[config.mk]
export PLATFORM = sky130hd
export DESIGN_NAME = afifo_wr_arbiter
export DESIGN_NICKNAME = d
export VERILOG_FILES = /design/src/rtl/afifo_pkg.sv /design/src/rtl/afifo_rr_pick.sv /design/src/rtl/afifo_wr_arbiter.sv
export SDC_FILE = /design/constraint.sdc
export NUM_CORES = 1
export LEC_CHECK = 0
export ABC_AREA = 1
export BUFFER_PORTS_ARGS = -buffer_cell sky130_fd_sc_hd__buf_4
export CAP_MARGIN = 20
export CORE_MARGIN = 4
export CORE_UTILIZATION = 40
export CTS_BUF_LIST = sky130_fd_sc_hd__clkbuf_8
export CTS_CLUSTER_DIAMETER = 80
export CTS_CLUSTER_SIZE = 25
export DETAILED_ROUTE_END_ITERATION = 16
export PLACE_DENSITY = 0.79
export SLEW_MARGIN = 20
export SYNTH_ARGS = -nofsm -noshare
export SYNTH_HDL_FRONTEND = slang
export SYNTH_SLANG_ARGS = --single-unit
[constraint.sdc]
create_clock -name wclk -period 1.3 [get_ports wclk]
set_input_delay 0.26 -clock wclk [delete_from_list [all_inputs] [get_ports wclk]]
set_output_delay 0.26 -clock wclk [all_outputs]
set_load 0.02 [all_outputs]
[src/rtl/afifo_pkg.sv]
// Shared types and constants for the asynchronous FIFO write-side logic.
// Included by the round-robin picker and the write-port arbiter.
package afifo_pkg;

  typedef enum logic {
    IDLE  = 1'b0,
    BURST = 1'b1
  } arb_state_t;

  localparam int AFIFO_DW    = 4;
  localparam int AFIFO_DEPTH = 16;

  // Index width for an N-way selector; a 1-way selector still needs one bit.
  function automatic int idx_w(input int n);
    return (n > 1) ? $clog2(n) : 1;
  endfunction

endpackage

[src/rtl/afifo_rr_pick.sv]
// Cyclic first-set search: returns the first requester at or after ptr,
// wrapping from N-1 back to 0.
module afifo_rr_pick
  import afifo_pkg::*;
#(
  parameter int N = 4,
  localparam int IW = idx_w(N)
) (
  input  logic [N-1:0]  req,
  input  logic [IW-1:0] ptr,
  output logic [IW-1:0] idx,
  output logic          any
);

  logic [N-1:0] rot;

  function automatic logic [IW-1:0] wrap_add(input logic [IW-1:0] base, input int off);
    int s;
    s = (int'(base) + off) % N;
    return s[IW-1:0];
  endfunction

  // rot[k] is the request k positions after ptr.
  for (genvar gi = 0; gi < N; gi++) begin : g_rot
    assign rot[gi] = req[wrap_add(ptr, gi)];
  end

  always_comb begin
    idx = '0;
    for (int k = N - 1; k >= 0; k--) begin
      if (rot[k]) begin
        idx = wrap_add(ptr, k);
      end
    end
  end

  assign any = |req;

endmodule

[src/rtl/afifo_wr_arbiter.sv]
// Round-robin, burst-based sharer of the async FIFO write port. fifo_full
// gates every write, so this block alone keeps the FIFO from overflowing.
module afifo_wr_arbiter
  import afifo_pkg::*;
#(
  parameter int N         = 4,
  parameter int DW        = AFIFO_DW,
  parameter int BURST_LEN = 4,
  localparam int IW = idx_w(N),
  localparam int CW = $clog2(BURST_LEN) + 1
) (
  input  logic            wclk,
  input  logic            wrstn,
  input  logic [N-1:0]    req,
  input  logic [N*DW-1:0] data_flat,
  output logic [N-1:0]    gnt,
  input  logic            fifo_full,
  output logic            fifo_wr_en,
  output logic [DW-1:0]   fifo_data,
  output logic [IW-1:0]   owner,
  output logic            busy
);

  arb_state_t    state_reg;
  logic [IW-1:0] owner_reg;
  logic [IW-1:0] ptr_reg;
  logic [IW-1:0] ptr_next;
  logic [CW-1:0] beat_cnt_reg;

  logic [IW-1:0] pick_idx;
  logic          pick_any;
  logic          owner_req;
  logic          acc;
  logic          last_beat;
  logic [DW-1:0] data_arr [N];

  afifo_rr_pick #(.N(N)) u_pick (
    .req (req),
    .ptr (ptr_reg),
    .idx (pick_idx),
    .any (pick_any)
  );

  for (genvar gi = 0; gi < N; gi++) begin : g_data
    assign data_arr[gi] = data_flat[gi*DW +: DW];
  end

  assign owner_req = req[owner_reg];
  assign acc       = (state_reg == BURST) && owner_req && !fifo_full;
  assign last_beat = (beat_cnt_reg == CW'(BURST_LEN - 1));
  assign ptr_next  = (owner_reg == IW'(N - 1)) ? '0 : owner_reg + 1'b1;

  for (genvar gi = 0; gi < N; gi++) begin : g_gnt
    assign gnt[gi] = acc && (owner_reg == IW'(gi));
  end

  assign fifo_wr_en = acc;
  assign fifo_data  = acc ? data_arr[owner_reg] : '0;
  assign owner      = owner_reg;
  assign busy       = (state_reg == BURST);

  // A dropped owner request releases the port even while full is high;
  // a full stall holds the count and keeps the grant with no timeout.
  always_ff @(posedge wclk or negedge wrstn) begin
    if (!wrstn) begin
      state_reg    <= IDLE;
      owner_reg    <= '0;
      ptr_reg      <= '0;
      beat_cnt_reg <= '0;
    end else begin
      case (state_reg)
        IDLE: begin
          if (pick_any) begin
            state_reg    <= BURST;
            owner_reg    <= pick_idx;
            beat_cnt_reg <= '0;
          end
        end
        BURST: begin
          if (!owner_req) begin
            state_reg <= IDLE;
            ptr_reg   <= ptr_next;
          end else if (acc) begin
            if (last_beat) begin
              state_reg    <= IDLE;
              ptr_reg      <= ptr_next;
              beat_cnt_reg <= '0;
            end else begin
              beat_cnt_reg <= beat_cnt_reg + 1'b1;
            end
          end
        end
        default: state_reg <= IDLE;
      endcase
    end
  end

endmodule

# Word-level counts from Yosys, hierarchy flattened
# Cells that the tools add are included.
[op_classes] n_eq_ne=9 n_addsub=5 n_lt_le_gt_ge=6 muxes=32 n_reduce_logical=12 n_bitwise=2
[ops] cell="2-bit two-way mux" count=8
[ops] cell="2-bit by 3-bit less-than comparator with 1-bit output (second input constant)" count=5
[ops] cell="3-bit two-way mux" count=4
[ops] cell="4-bit two-way mux" count=3
[ops] cell="1-bit binary-select mux with 2-bit select" count=5
[ops] cell="1-bit two-way mux" count=9
[ops] cell="4-bit binary-select mux with 2-bit select" count=1
[ops] cell="2-bit by 1-bit != test with 1-bit output (second input constant)" count=4
[ops] cell="1-bit logical AND" count=6
[ops] cell="3-bit one-hot mux with 2 select lines" count=1
[ops] cell="3-bit AND reduction" count=2
[ops] cell="2-bit by 1-bit adder with 2-bit output (second input constant)" count=2
[ops] cell="2-bit adder (second input constant)" count=2
[ops] cell="2-bit equality test (second input constant)" count=2
[ops] cell="4-bit OR reduction" count=1
[ops] cell="3-bit by 1-bit adder with 3-bit output (second input constant)" count=1
[ops] cell="3-bit by 2-bit equality test with 1-bit output (second input constant)" count=1
[ops] cell="3-bit greater-or-equal comparator (second input constant)" count=1
[ops] cell="2-bit inverter with 3-bit output" count=1
[ops] cell="2-bit by 1-bit equality test with 1-bit output (second input constant)" count=1
[ops] cell="2-bit logical NOT" count=1
[ops] cell="2-bit != test (second input constant)" count=1
[ops] cell="1-bit one-hot mux with 2 select lines" count=1
[ops] cell="2-bit AND reduction" count=1
[ops] cell="other kinds (2)" count=2
[totals] word_cells=70 inputBits=23 output_inout_bits=12 register_bits=8

# Logic depth before layout (Yosys ltp)
[depth] word_depth=7 ltp_mapped=12 mapped_depth_nobuf=11

# Modules after synthesis
# From an unflattened synthesis, not the netlist that was laid out.
[unflattened] cells_unflattened=144 hier_area_um2=859.6
[by_module_without_submodules] mod="afifo_wr_arbiter" n_inst=1 cells_each=98 seq_area_each_um2=200.2 area_each_um2=670.6
[by_module_without_submodules] mod="afifo_rr_pick" n_inst=1 cells_each=46 seq_area_each_um2=0.0 area_each_um2=188.9

# Worst setup path before layout
# No wires, ideal clock.
[synth_path] kind="reg-to-output" startpoint="register owner_reg[1] (netlist: owner[1])" endpoint="output port fifo_data[0]" path_stages_with_launch=7 setup_slack_ns=-0.414 t_required_ns=1.040 n_path_buf=1 arrival_time_ns=1.454 path_cell_list="dfrtp_1 inv_2 a21oi_2 o21ai_1 nand4_2 buf_6 a21oi_1"
[synth_via] elab_chain_len=5 word_cells_on_any_way=9 classes_between="mux (6); bitwise (1); reduce/logical (2)"
[synth_lines] item="start, declared" line_no="afifo_wr_arbiter.sv:25" rtl="logic [IW-1:0] owner_reg;"
[synth_lines] item="start signal, assigned" line_no="afifo_wr_arbiter.sv:75" rtl="owner_reg <= pick_idx;"
[synth_lines] item="2-bit inverter with 3-bit output (implied by the code) or 1-bit binary-select mux with 2-bit select (tied branches)" line_no="afifo_wr_arbiter.sv:58, afifo_wr_arbiter.sv:48"
[synth_lines] item="4-bit binary-select mux with 2-bit select or 1-bit two-way mux (tied branches)" line_no="afifo_wr_arbiter.sv:58, afifo_wr_arbiter.sv:48"
[synth_lines] item="4-bit two-way mux (implied by the code) or 1-bit logical AND (tied branches) (2 in series)" line_no="afifo_wr_arbiter.sv:58, afifo_wr_arbiter.sv:49"
[synth_lines] item="4-bit two-way mux *" line_no="afifo_wr_arbiter.sv:58" rtl="assign fifo_data = acc ? data_arr[owner_reg] : '0;"
[synth_lines] item="end, declared" line_no="afifo_wr_arbiter.sv:19" rtl="output logic [DW-1:0] fifo_data,"
# Mark *: on every way between the ends. The rest lies on a longest branch, timed or not. The select of a mux whose other input is x is not followed.

# Worst setup path in the final report
[layout_path] startpoint="register owner_reg[0] (netlist: owner[0])" endpoint="output port fifo_data[3]"
# The elaborated chain is that of the path after synthesis.

==> impl_metrics.tcl <==
set metrics [dict create \
    layout_min_cycle_time_ns 1.71 \
    synthCells 131 \
    core-area_sq_um 1800 \
    largest_register_ffs 3 \
    syn_to_final_growth_pct 92.1 \
    cts_max_path_buffers 2 \
    place_congestion 0.801 \
    pin_count 35 \
    reg2reg_depth 9 \
    yosys-top-cells-area "dfrtp_1, nand2_1, nor2_1, o21ai_0, inv_1" \
    seq_power_share 0.156 \
    vias_per_cell 5.29 \
    power_density_nw_per_um2 2300 \
    tns_ns -4.22 \
    fin_nets 216 \
    synth.cell_area_sq_um 795 \
    port_buffers 34 \
    path_depth 5 \
    routedWlPerCell_um 14.1 \
    dp_hpwl_mm 1.89 \
    insertedDiodeCount 0 \
    cts_sinks 8 \
    synthArstFlopShare 1.00 \
    yosysSeqAreaShare 0.252 \
    clock-root-buffer "clkbuf_8" \
    grt_overflow 0 \
    die_y_um 52.6 \
    r2r-start "owner[0]" \
    synth_enable_flop_cells 0 \
    status "complete, but fails checks" \
    clkTransAtPathRegs_ns 0.04 \
    setup_slack_ns -0.406 \
    grt_max_degree 12 \
    fmax_mhz 586 \
    wl_met3_um 276 \
    yosysTopAreaCell "dfrtp_1" \
    synth_nets 159 \
    p_leak_nw 0.771 \
    path_buf_inv 2 \
    cp.required_ns 1.04 \
    rsz0062_at_grt "yes" \
    fin_crit_sh 1.31 \
    cts_tree "yes" \
    crit_arrival_ns 1.45 \
    worstSetupStartpointType "register" \
    power_w 0.00351 \
    initialDrtViolationCount 27 \
    ys.flop_type "dfrtp_1" \
    cp_top_family "flip-flops" \
    clock_skew_ns 0.00363 \
    crit_path_frequent_cell "buf_6" \
    tightestPinTransition_ns 0.252 \
    violations "negative setup slack" \
    internal_power_w 0.00173 \
    endpoint_kind "output pin" \
    grt_antenna_before_repair 0 \
    drc_errors 0 \
    fp-row-count 15 \
    ant_nets 0 \
    synth_cell_type_count 20 \
    p_sw_w 0.00178 \
    avgSynthCellArea_sq_um 6.06 \
    die_w_um 52.6 \
    ys_warn_count 0 \
    hp-class "primary input to async pin" \
    r2r_slack_ns -0.37 \
    final_hold_viol_count 0 \
    worstPathCellList "o21ai_2 -> nand4_2 -> buf_6 -> a21oi_4 -> buf_6" \
    synth.ff_latch_count 8 \
    drv_cap 0 \
    numCtsBuffers 3 \
    routed.top_layer "met4" \
    startpoint "owner[0]" \
    met2_length_mm 1.57 \
    clkLatencyLatePin_ns 0.22 \
    slowest_stage "dfrtp_2" \
    firstDrtPassIters 4 \
    swShare 0.506 \
    yosysMostFrequentCell "nand2_1" \
    critical_path_class "register to output pin" \
    setup_viol 13 \
    start_util 0.441 \
    synth_common_cells "nand2_1, nor2_1, inv_1" \
    htreeDepth 1 \
    combPwrFrac 0.763 \
    slew_violations 0 \
    grt_pass1_vias 1033 \
    max_stage_delay_ns 0.47 \
    crit_fanout 7 \
    synth_top_cell_area_share 0.252 \
    drive_gt1_frac 0.565 \
    p_clk_frac 0.081 \
    grt_use_total 0.205 \
    grt_pass1_wl_mm 4.25 \
    slew_headroom 0.831 \
    vias 1117 \
    wl_mm 2.98 \
    peakVddDrop_mv 1.69 \
    met1_length_mm 1.11 \
    dieArea_sq_um 2760 \
]
## routing by layer
layer	vias up	track usage
li1	528	-
met1	527	0.218
met2	58	0.403
met3	4	0.0370
met4	0	0.0511
met5	-	0
## power groups by stage
| stage | clock network, W | registers, W | logic, W |
|---|---|---|---|
| floorplan | 0 | 0.000546 | 0.00130 |
| global placement | 0 | 0.000508 | 0.00196 |
| detailed placement | 0 | 0.000514 | 0.00203 |
| CTS | 0.000292 | 0.000525 | 0.00227 |
| global route | 0.000309 | 0.000567 | 0.00291 |
| finish | 0.000284 | 0.000548 | 0.00268 |
## worst paths after layout
check,end
setup reg to reg,beat_cnt_reg[1]
hold / removal,busy
min in group wclk,busy
hold reg to reg,beat_cnt_reg[1]
max in group asynchronous,owner[1]
setup / recovery,fifo_data[3]
## cell families after synthesis
family,synth area share
simple gates,0.383
compound gates,0.159
buf+inv,0.128
flops,0.252
fa+ha+maj,0.0787
## what timing repair did
action	4_1_cts	5_1_grt
setup buffers	3	3
gates cloned	0	0
hold buffers	1	0
endpoints found under the hold margin	8	0
pin swaps	1	7
resized for setup	26	30
endpoints found under the setup margin	14	16
## stage by stage
stage / hold WS (ns) / setup slack [ns] / instance area (sq um) / util / std cells
final: 0.390 / -0.406 / 1530 / 0.847 / 211
after global routing: 0.413 / -0.487 / 1530 / 0.847 / 211
after CTS: 0.388 / -0.396 / 1420 / 0.785 / 208
after detailed placement: 0.0833 / -0.233 / 1250 / 0.696 / 201
after global placement: 0.0816 / -0.181 / 1250 / 0.696 / 201
after floorplan: -0.0356 / -0.191 / 876 / - / 131
## final cells by class
class | instances | area, sq um
Tap cell | 25 | 31.3
Fill cell | 106 | 275
Inverter | 20 | 92.6
Sequential cell | 8 | 205
Multi-Input combinational cell | 100 | 676
Clock buffer | 3 | 41.3
Timing Repair Buffer | 55 | 480
## placed cells by master, fill, tap and decap left out, drive strengths merged
cell,n
nor2,25
o21ai,16
clkinv,1
nand4,2
buf,54
nand3,13
dlygate4sd3,1
dfrtp,8
ha,5
clkbuf,3
a21boi,1
or2,1
a21oi,7
nand2,30
inv,19
(Power assumes the default switching activity.)
